==> config.mk <==
export PLATFORM = sky130hd
export DESIGN_NAME = game_sequencer
export DESIGN_NICKNAME = d
export VERILOG_FILES = /design/src/rtl/game_pkg.sv /design/src/rtl/frame_sync.sv /design/src/rtl/game_sequencer.sv
export SDC_FILE = /design/constraint.sdc
export NUM_CORES = 1
export LEC_CHECK = 0
export BUFFER_PORTS_ARGS = -buffer_cell sky130_fd_sc_hd__buf_2
export CORE_MARGIN = 3
export CORE_UTILIZATION = 50
export DETAILED_ROUTE_END_ITERATION = 12
export PLACE_DENSITY = 0.84
export SLEW_MARGIN = 20
export SYNTH_ARGS = -nofsm -noshare
export SYNTH_HDL_FRONTEND = slang
export SYNTH_SLANG_ARGS = --single-unit
==> constraint.sdc <==
create_clock -name Clk -period 1.88 [get_ports Clk]
set_input_delay 0.282 -clock Clk [delete_from_list [all_inputs] [get_ports Clk]]
set_output_delay 0.282 -clock Clk [all_outputs]
set_load 0.02 [all_outputs]
==> src/rtl/game_pkg.sv <==
// Shared state encoding, default timing constants and ghost indices for the
// game sequencer and its helpers.
package game_pkg;

  typedef enum logic [2:0] {
    ST_IDLE  = 3'd0,
    ST_READY = 3'd1,
    ST_PLAY  = 3'd2,
    ST_DEATH = 3'd3,
    ST_OVER  = 3'd4
  } state_e;

  localparam int unsigned DEF_LIVES        = 3;
  localparam int unsigned DEF_READY_FRAMES = 120;
  localparam int unsigned DEF_DEATH_FRAMES = 90;
  localparam int unsigned DEF_BLUE_FRAMES  = 360;
  localparam int unsigned DEF_WARN_FRAMES  = 120;
  localparam int unsigned DEF_GHOST_DIV    = 2;

  localparam int unsigned RED   = 0;
  localparam int unsigned GREEN = 1;
  localparam int unsigned PINK  = 2;

endpackage

==> src/rtl/frame_sync.sv <==
// Brings the VGA vsync level into the Clk domain and emits one registered
// pulse per frame on each genuine rising edge.
module frame_sync (
  input  logic Clk,
  input  logic Reset_n,
  input  logic frame_vs_i,
  output logic frame_tick_o
);

  logic       sync1_q, sync2_q, prev_q, armed_q, tick_q;
  logic [1:0] fill_q;

  // NOTE: every flop here uses <= so all stages sample the pre-edge values;
  // blocking assignments would collapse the synchronizer into a single flop.
  always_ff @(posedge Clk or negedge Reset_n) begin
    if (!Reset_n) begin
      sync1_q <= 1'b0;
      sync2_q <= 1'b0;
      prev_q  <= 1'b0;
      armed_q <= 1'b0;
      fill_q  <= 2'b00;
      tick_q  <= 1'b0;
    end else begin
      sync1_q <= frame_vs_i;
      sync2_q <= sync1_q;
      prev_q  <= sync2_q;
      fill_q  <= {fill_q[0], 1'b1};
      // Only a low level actually sampled after reset arms the edge detector,
      // so releasing reset while vsync is high cannot fake a rising edge.
      if (fill_q[1] && !sync2_q) armed_q <= 1'b1;
      tick_q  <= sync2_q & ~prev_q & armed_q;
    end
  end

  assign frame_tick_o = tick_q;

endmodule

==> src/rtl/game_sequencer.sv <==
// Game flow FSM (idle/ready/play/death/over), power-pellet blue timer and
// round-robin ghost step scheduler, all paced by the frame tick.
module game_sequencer
  import game_pkg::*;
#(
  parameter int unsigned LIVES        = DEF_LIVES,
  parameter int unsigned READY_FRAMES = DEF_READY_FRAMES,
  parameter int unsigned DEATH_FRAMES = DEF_DEATH_FRAMES,
  parameter int unsigned BLUE_FRAMES  = DEF_BLUE_FRAMES,
  parameter int unsigned WARN_FRAMES  = DEF_WARN_FRAMES,
  parameter int unsigned GHOST_DIV    = DEF_GHOST_DIV
) (
  input  logic       Clk,
  input  logic       Reset_n,
  input  logic       frame_vs,
  input  logic       start,
  input  logic       collide,
  input  logic       pellet,
  output logic [2:0] state,
  output logic [1:0] lives,
  output logic       round_reset,
  output logic       frame_tick,
  output logic [2:0] ghost_step,
  output logic       blue,
  output logic       blue_warn,
  output logic       over
);

  localparam int unsigned FRAME_MAX = (READY_FRAMES > DEATH_FRAMES) ? READY_FRAMES : DEATH_FRAMES;
  localparam int unsigned FCW = $clog2(FRAME_MAX + 1);
  localparam int unsigned BCW = $clog2(BLUE_FRAMES + 1);
  localparam int unsigned DCW = $clog2(2 * GHOST_DIV + 1);

  state_e         state_q, state_d;
  logic [1:0]     lives_q, lives_d;
  logic           rr_q, rr_d;
  logic [FCW-1:0] frame_cnt_q, frame_cnt_d;
  logic [BCW-1:0] blue_cnt_q, blue_cnt_d;
  logic           blue_q, warn_q, over_q;
  logic [DCW-1:0] div_q, div_d, div_inc, div_limit;
  logic [2:0]     ghost_q, ghost_d;
  logic           seq_start;
  logic           tick;

  frame_sync u_frame_sync (
    .Clk          (Clk),
    .Reset_n      (Reset_n),
    .frame_vs_i   (frame_vs),
    .frame_tick_o (tick)
  );

  // NOTE: every signal assigned in an always_comb gets a default first, so no
  // path through the case statements can leave it unassigned and infer a latch.
  always_comb begin
    state_d     = state_q;
    lives_d     = lives_q;
    rr_d        = 1'b0;
    frame_cnt_d = frame_cnt_q;
    case (state_q)
      ST_IDLE, ST_OVER: begin
        if (start) begin
          state_d = ST_READY;
          lives_d = 2'(LIVES);
          rr_d    = 1'b1;
        end
      end
      ST_READY: begin
        if (tick && frame_cnt_q == FCW'(READY_FRAMES - 1)) state_d = ST_PLAY;
      end
      ST_PLAY: begin
        if (collide && !blue_q) state_d = ST_DEATH;
      end
      ST_DEATH: begin
        if (tick && frame_cnt_q == FCW'(DEATH_FRAMES - 1)) begin
          if (lives_q > 2'd1) begin
            lives_d = lives_q - 2'd1;
            rr_d    = 1'b1;
            state_d = ST_READY;
          end else begin
            lives_d = 2'd0;
            state_d = ST_OVER;
          end
        end
      end
      default: state_d = ST_IDLE;
    endcase

    if (state_d != state_q) begin
      frame_cnt_d = '0;
    end else if (tick && (state_q == ST_READY || state_q == ST_DEATH)) begin
      frame_cnt_d = frame_cnt_q + FCW'(1);
    end
  end

  // Leaving PLAY (including a same-cycle collide+pellet death) clears the timer.
  always_comb begin
    blue_cnt_d = '0;
    if (state_q == ST_PLAY && state_d == ST_PLAY) begin
      if (pellet)                         blue_cnt_d = BCW'(BLUE_FRAMES);
      else if (tick && blue_cnt_q != '0)  blue_cnt_d = blue_cnt_q - BCW'(1);
      else                                blue_cnt_d = blue_cnt_q;
    end
  end

  assign div_inc   = div_q + DCW'(1);
  assign div_limit = blue_q ? DCW'(2 * GHOST_DIV) : DCW'(GHOST_DIV);

  // The strobe shifts on regardless of state so a started sequence finishes.
  always_comb begin
    div_d     = '0;
    seq_start = 1'b0;
    if (state_q == ST_PLAY) begin
      div_d = div_q;
      if (tick) begin
        if (div_inc >= div_limit) begin
          div_d     = '0;
          seq_start = 1'b1;
        end else begin
          div_d = div_inc;
        end
      end
    end
    ghost_d = '0;
    if (seq_start) begin
      ghost_d[RED] = 1'b1;
    end else begin
      ghost_d[GREEN] = ghost_q[RED];
      ghost_d[PINK]  = ghost_q[GREEN];
    end
  end

  always_ff @(posedge Clk or negedge Reset_n) begin
    if (!Reset_n) begin
      state_q     <= ST_IDLE;
      lives_q     <= 2'd0;
      rr_q        <= 1'b0;
      frame_cnt_q <= '0;
      blue_cnt_q  <= '0;
      blue_q      <= 1'b0;
      warn_q      <= 1'b0;
      over_q      <= 1'b0;
      div_q       <= '0;
      ghost_q     <= 3'b000;
    end else begin
      state_q     <= state_d;
      lives_q     <= lives_d;
      rr_q        <= rr_d;
      frame_cnt_q <= frame_cnt_d;
      blue_cnt_q  <= blue_cnt_d;
      blue_q      <= (blue_cnt_d != '0);
      warn_q      <= (blue_cnt_d != '0) && (blue_cnt_d <= BCW'(WARN_FRAMES));
      over_q      <= (state_d == ST_OVER);
      div_q       <= div_d;
      ghost_q     <= ghost_d;
    end
  end

  assign state       = state_q;
  assign lives       = lives_q;
  assign round_reset = rr_q;
  assign frame_tick  = tick;
  assign ghost_step  = ghost_q;
  assign blue        = blue_q;
  assign blue_warn   = warn_q;
  assign over        = over_q;

endmodule

==> results of run 1 <==
[power by group through the flow]
stage          logic [W]  registers (W)  clock network, W
3_3_place_gp    0.000188       0.000982                 0
5_1_grt         0.000229       0.000988          0.000875
3_5_place_dp    0.000197       0.000988                 0
4_1_cts         0.000199       0.000972          0.000842
2_1_floorplan   0.000138       0.000969                 0
6_report        0.000197       0.000973          0.000824
[flip-flops by register name (all words and copies together) (netlist names)]
| name | cells |
|---|---|
| u_frame_sync.sync2_q | 1 |
| u_frame_sync.sync1_q | 1 |
| blue_cnt_q | 9 |
| lives | 2 |
| blue | 1 |
| u_frame_sync.armed_q | 1 |
| over | 1 |
| blue_warn | 1 |
| state | 3 |
| round_reset | 1 |
| div_q | 3 |
| u_frame_sync.prev_q | 1 |
| u_frame_sync.frame_tick_o | 1 |
| u_frame_sync.fill_q | 2 |
| ghost_step | 3 |
| frame_cnt_q | 7 |
[what timing repair did]
action | 4_1_cts | 5_1_grt
endpoints found under the setup margin | 2 | 5
buffers inserted | 1 | 1
cloned | 0 | 0
pin swaps | 2 | 5
resized for setup | 2 | 6
[final cells by class]
cell class | count | area, um^2
clock buffers | 5 | 68.8
repair buffers | 38 | 240
clock inverters | 3 | 68.8
multi-input cells | 133 | 991
well taps | 48 | 60.1
flip-flops and latches | 38 | 952
inverters | 12 | 45.0
fillers | 285 | 1290
[per-layer routing]
metal	global-route usage [%]	up-vias	wire length (um)
met5	0	-	0
met4	5.21	0	44
met3	5.42	6	135
met2	28.9	25	1920
met1	23.0	738	1770
li1	-	745	-
[worst max-delay path by stage]
stage	from	end	slack [ps]	cells past startpoint
global route	blue_cnt_q[0]	blue_warn	-180	7
detailed placement	blue_cnt_q[0]	blue	-60	7
global placement	blue_cnt_q[0]	blue_warn	-10	7
floorplan	state[0]	blue_warn	-40	6
finish	blue_cnt_q[0]	blue_warn	-120	7
CTS	blue_cnt_q[0]	blue_warn	-90	7
[stage by stage]
step / std cells / util (%) / hold WS, ps
final: 277 / 65.3 / 32.5
after global routing: 277 / 65.3 / 84.6
after detailed placement: 267 / 59.7 / 339
after global placement: 267 / 59.7 / 333
after CTS: 276 / 64.0 / 56.8
after floorplan: 188 / - / -13.6
[cell usage after synthesis, drive strengths merged, types with 2 or more instances]
library cell   n  area, um^2
a2bb2oi        2        17.5
nor3           4        20.0
inv           12        45.0
nand3b         2        15.0
clkbuf         2        7.51
mux2i          2        20.0
o211ai         2        20.0
and2           2        12.5
buf            3        21.3
or4            2        18.8
nor2b          2        12.5
nand2b         2        12.5
ha             6        75.1
nand2         14        52.6
or2            2        12.5
o31ai          2        15.0
nor4           2        12.5
xor2           6        52.6
or3            3        18.8
o21bai         2        26.3
nand4          4        25.0
dfrtp         38         951
a221oi         2        23.8
a21oi          8        40.0
o21ai          5        28.8
xnor2          6        52.6
nor2          25        93.8
a31o           2        17.5
a21o           2        15.0
nor4b          3        38.8
[critical path, stage by stage (launching register included)]
cell and delay [ps]:
sky130_fd_sc_hd__dfrtp_1 400, sky130_fd_sc_hd__inv_2 80, sky130_fd_sc_hd__ha_4 130, sky130_fd_sc_hd__or4b_4 510
sky130_fd_sc_hd__o21ai_2 190, sky130_fd_sc_hd__xnor2_2 110, sky130_fd_sc_hd__a31o_1 260, sky130_fd_sc_hd__a221oi_2 240
[kinds of logic (layout without fill, tap and decap cells)]
kind of cell,count (synthesis),after routing,synth area share [%]
adders and majority gates,6,6,3.87
and+or+nand+nor,76,76,22.2
muxes,2,2,1.03
xor gates and xnor gates,12,12,5.41
AOI/OAI and AO/OA,36,36,14.6
buffers and inverters,17,58,3.80
DFF,38,38,49.0
other,1,1,0.193
==> flow_summary.ini, run 1 <==
[critical_path]
worst-endpoint-arrival_ps = 2200
start_kind = register
crit_path_max_fanout = 4
ff_to_ff_path_depth = 7
critPathKind = reg -> reg
worst_r2r_endpoint = blue_warn
critical_path_end_type = register
r2r_setup_slack_ps = -120
reg2reg_from = blue_cnt_q[0]
critical_path_required_time_ps = 2080

[sta]
max_slew.worst_pin.slew_ps = 697
grt_setup_unrepaired = yes
fraction_of_the_cycle_the_final_worst_path_needs_pct = 107
finalHoldViolations = 0
fin_worst_skew_ps = 6.24
slew_violations = 0
worst_slew_margin_rel_pct = 53.6
maxClockFrequency_mhz = 499
setup_viol_count_final = 2
post_route_setup_slack_ps = -124
period_needed_ps = 2000
setup_total_negative_slack_ps = -195

[route]
routed_via_count = 1514
number_of_antenna_violating_nets_in_the_routed_design = 0
firstDrtPassIters = 4
route.detailed.vias_per_inst = 5.47
wirelength_um = 3870
remaining_drc_errors = 0
detail_route.wl_per_cell_um = 14.0
initialDrtViolationCount = 79

[place]
post-dp-hpwl_um = 2740
place_ws_ps = -56.3
gp_routability_congestion = 0.841
io_buffer_count = 18
place_area_mm2 = 0.00222

[finish]
num-nets-final = 240
layout-drive-gt1-share_pct = 31.0
number_of_antenna_repair_diodes = 0
layout.cells.most_common_list = sky130_fd_sc_hd__dfrtp_1 (37), sky130_fd_sc_hd__nor2_1 (25), sky130_fd_sc_hd__buf_4 (20)
area.growth.synth_to_final_pct = 24.9
final_cell_area_mm2 = 0.00243
layout_commonest_cell = sky130_fd_sc_hd__dfrtp_1

[hold_path]
hp-class = in -> async

[grt]
grt_start_max_net_pins = 34
grtUsageTotal_pct = 17.8
grt_first_pass_wirelength_um = 6110
overflow = 0
grt_pass1_vias = 1348
initial_antenna_violation_count = 0

[clock_network]
cts_buffers = 5
cts.root.buffer_cell = sky130_fd_sc_hd__clkbuf_8
cts-hold-fix-buffers = 0
number_of_sinks_on_the_clock_net = 38
clkLatencyLatePin_ps = 290
h_tree_level_count = 2
clk_pin_slew_ps = 80
max-clock-path-buffers = 2
tritoncts = built

[pwr]
total_power_w = 0.00199
pwr-share-seq_pct = 48.8
static_leakage_nw = 1.12
p_sw_share_pct = 24.5
power_switching_w = 0.000489
clock_power_share_pct = 41.3
power.density_mw_per_mm2 = 822
combinationalPowerShare_pct = 9.9
intPower_w = 0.00151
peakVddDrop_mv = 0.617

[job]
maxCapViolCount = 0

[synthesis]
netlist_instances = 188
ffs_latches_synth = 38
async_reset_ff_share_pct = 100
synth_top_flop_cell = sky130_fd_sc_hd__dfrtp_1
yosys_warnings = 0
mappedNetlistNets = 200
post_synth_edffs = 0
synth_seq_area_share_pct = 49.0
netlist_area_mm2 = 0.00194
synth_cell_type_count = 59
syn_area_per_cell_um2 = 10.3

[floorplanning]
ioPinCount = 19
coreArea_mm2 = 0.00372
start_util_pct = 52.3
die_h_um = 68.3
die_width_um = 68.3
die-area_mm2 = 0.00467
core.rowCount = 22

[run_status]
run_status = complete, but fails checks
failed_checks = negative setup slack
Note: power is estimated with default switching activity, not from simulation.
==> inputs of run 2 (changes only) <==
--- a/config.mk
+++ b/config.mk
@@ -10,6 +10,7 @@
 export CORE_UTILIZATION = 50
 export DETAILED_ROUTE_END_ITERATION = 12
 export PLACE_DENSITY = 0.84
+export SETUP_SLACK_MARGIN = 0.1
 export SLEW_MARGIN = 20
 export SYNTH_ARGS = -nofsm -noshare
 export SYNTH_HDL_FRONTEND = slang
==> flow_summary.ini, run 2 (synthesized netlist as in run 1, its figures left out) <==
[run_status]
run_status = complete, but fails checks
failed_checks = negative setup slack

[critical_path]
crit_path_cell_trace = inv_2 > ha_4 > or4b_4 > o21ai_2 > xnor2_2 > a31o_1 > a221oi_2
critical_path_end_type = register
critical-path-max-stage-delay_ps = 510
timing.critical_path.buf_inv = 1
master_of_the_slowest_instance_on_the_critical_path = sky130_fd_sc_hd__or4b_4
cp.depth = 7
ff_to_ff_path_depth = 7
path_delay_family = compound AO/OA/AOI/OAI gates
start_kind = register
r2r_setup_slack_ps = -130
crit_path_max_fanout = 4
worst-endpoint-arrival_ps = 2210
critPathKind = reg -> reg
critical_path_required_time_ps = 2080

[route]
route.detailed.vias_per_inst = 5.45
remaining_drc_errors = 0
initialDrtViolationCount = 87
firstDrtPassIters = 4
wirelength_um = 4050
routed_via_count = 1537
number_of_antenna_violating_nets_in_the_routed_design = 0
detail_route.wl_per_cell_um = 14.4

[floorplanning]
core.rowCount = 22
start_util_pct = 52.3
ioPinCount = 19
coreArea_mm2 = 0.00372
die_h_um = 68.3
die-area_mm2 = 0.00467
die_width_um = 68.3

[sta]
setup_viol_count_final = 2
grt_setup_unrepaired = yes
finalHoldViolations = 0
worst_slew_margin_rel_pct = 53.7
fraction_of_the_cycle_the_final_worst_path_needs_pct = 107
fin_worst_skew_ps = 5.42
post_route_setup_slack_ps = -125
period_needed_ps = 2010
slew_violations = 0
max_slew.worst_pin.slew_ps = 695
maxClockFrequency_mhz = 499

[grt]
initial_antenna_violation_count = 0
grt_first_pass_wirelength_um = 6230
grt_start_max_net_pins = 34
grt_pass1_vias = 1378
overflow = 0
grtUsageTotal_pct = 18.1

[place]
gp_routability_congestion = 0.841
post-dp-hpwl_um = 2740
place_ws_ps = -56.3
io_buffer_count = 18
place_inst = 267

[clock_network]
max-clock-path-buffers = 2
cts_buffers = 5
cts.root.buffer_cell = sky130_fd_sc_hd__clkbuf_8
number_of_sinks_on_the_clock_net = 38
h_tree_level_count = 2
clkLatencyLatePin_ps = 290
tritoncts = built
cts-hold-fix-buffers = 0
clk_pin_slew_ps = 80

[pwr]
power.density_mw_per_mm2 = 833
peakVddDrop_mv = 0.622
static_leakage_nw = 1.14

[finish]
post_layout_nonfiller_instances = 282
area.growth.synth_to_final_pct = 31.0
number_of_antenna_repair_diodes = 0
layout.cells.most_common_list = sky130_fd_sc_hd__dfrtp_1 (36), sky130_fd_sc_hd__buf_4 (25), sky130_fd_sc_hd__nor2_1 (20)
layout.core_utilization_pct = 68.5
regMostFlops = blue_cnt_q
layout_commonest_cell = sky130_fd_sc_hd__dfrtp_1
largest_registers = blue_cnt_q (9), frame_cnt_q (7)
layout-drive-gt1-share_pct = 37.6
num-nets-final = 245
nFillCells = 259
largest_register_ff_count = 9

[hold_path]
hp-class = in -> async

[job]
maxCapViolCount = 0
==> run 2: cell types whose count changed in the layout (fill, tap and decap cells not counted), sizes merged <==
cell | previous run | this run
buf | 38 | 43
==> run 2: repair_timing <==
item	CTS	global route
pin swaps	4	18
endpoints found under the setup margin	4	18
buffers inserted	2	5
resized for setup	3	23
==> run 2: through the flow <==
stage / area, um^2 / hold WS [ps] / TNS [ps] / power, W
floorplan: 1970 / -13.6 / -42.5 / 0.00111
global placement: 2220 / 333 / -11.1 / 0.00117
detailed placement: 2220 / 339 / -108 / 0.00118
CTS: 2380 / 56.8 / -168 / 0.00201
global route: 2540 / 84.6 / -309 / 0.00221
finish: 2540 / 31.9 / -195 / 0.00212
==> run 2: final cells by class <==
cell class	count	area, um^2	share of cell area (%)
tap	48	60.1	2.36
timing repair buffer	43	278	10.9
clock buffer	5	68.8	2.71
clock inverter	3	68.8	2.71
sequential	38	953	37.5
inverter	12	47.5	1.87
multi-input combinational	133	1070	42.0
==> run 2: layer usage <==
layer / share of wire, % / routed length (um) / GRT usage (%) / up-vias
met4: 1.6 / 63 / 5.21 / 0
met2: 50 / 2010 / 30.0 / 27
met3: 3.7 / 149 / 5.42 / 9
met5: 0 / 0 / 0 / -
met1: 45 / 1830 / 23.0 / 747
li1: - / - / - / 754
==> run 2: final timing paths <==
kind,from,to
worst max-delay path,blue_cnt_q[0],blue_warn
worst max register to register,blue_cnt_q[0],blue_warn
min in group Clk,frame_vs,u_frame_sync.sync1_q
worst min register to register,u_frame_sync.fill_q[0],u_frame_sync.fill_q[1]
worst min-delay path,Reset_n,frame_cnt_q[2]
max in group asynchronous,Reset_n,blue
==> run 2: where the power goes <==
part	switching (W)	internal, W
Sequential	0.0000839	0.000886
Clock	0.000302	0.000532
Combinational	0.000160	0.000154
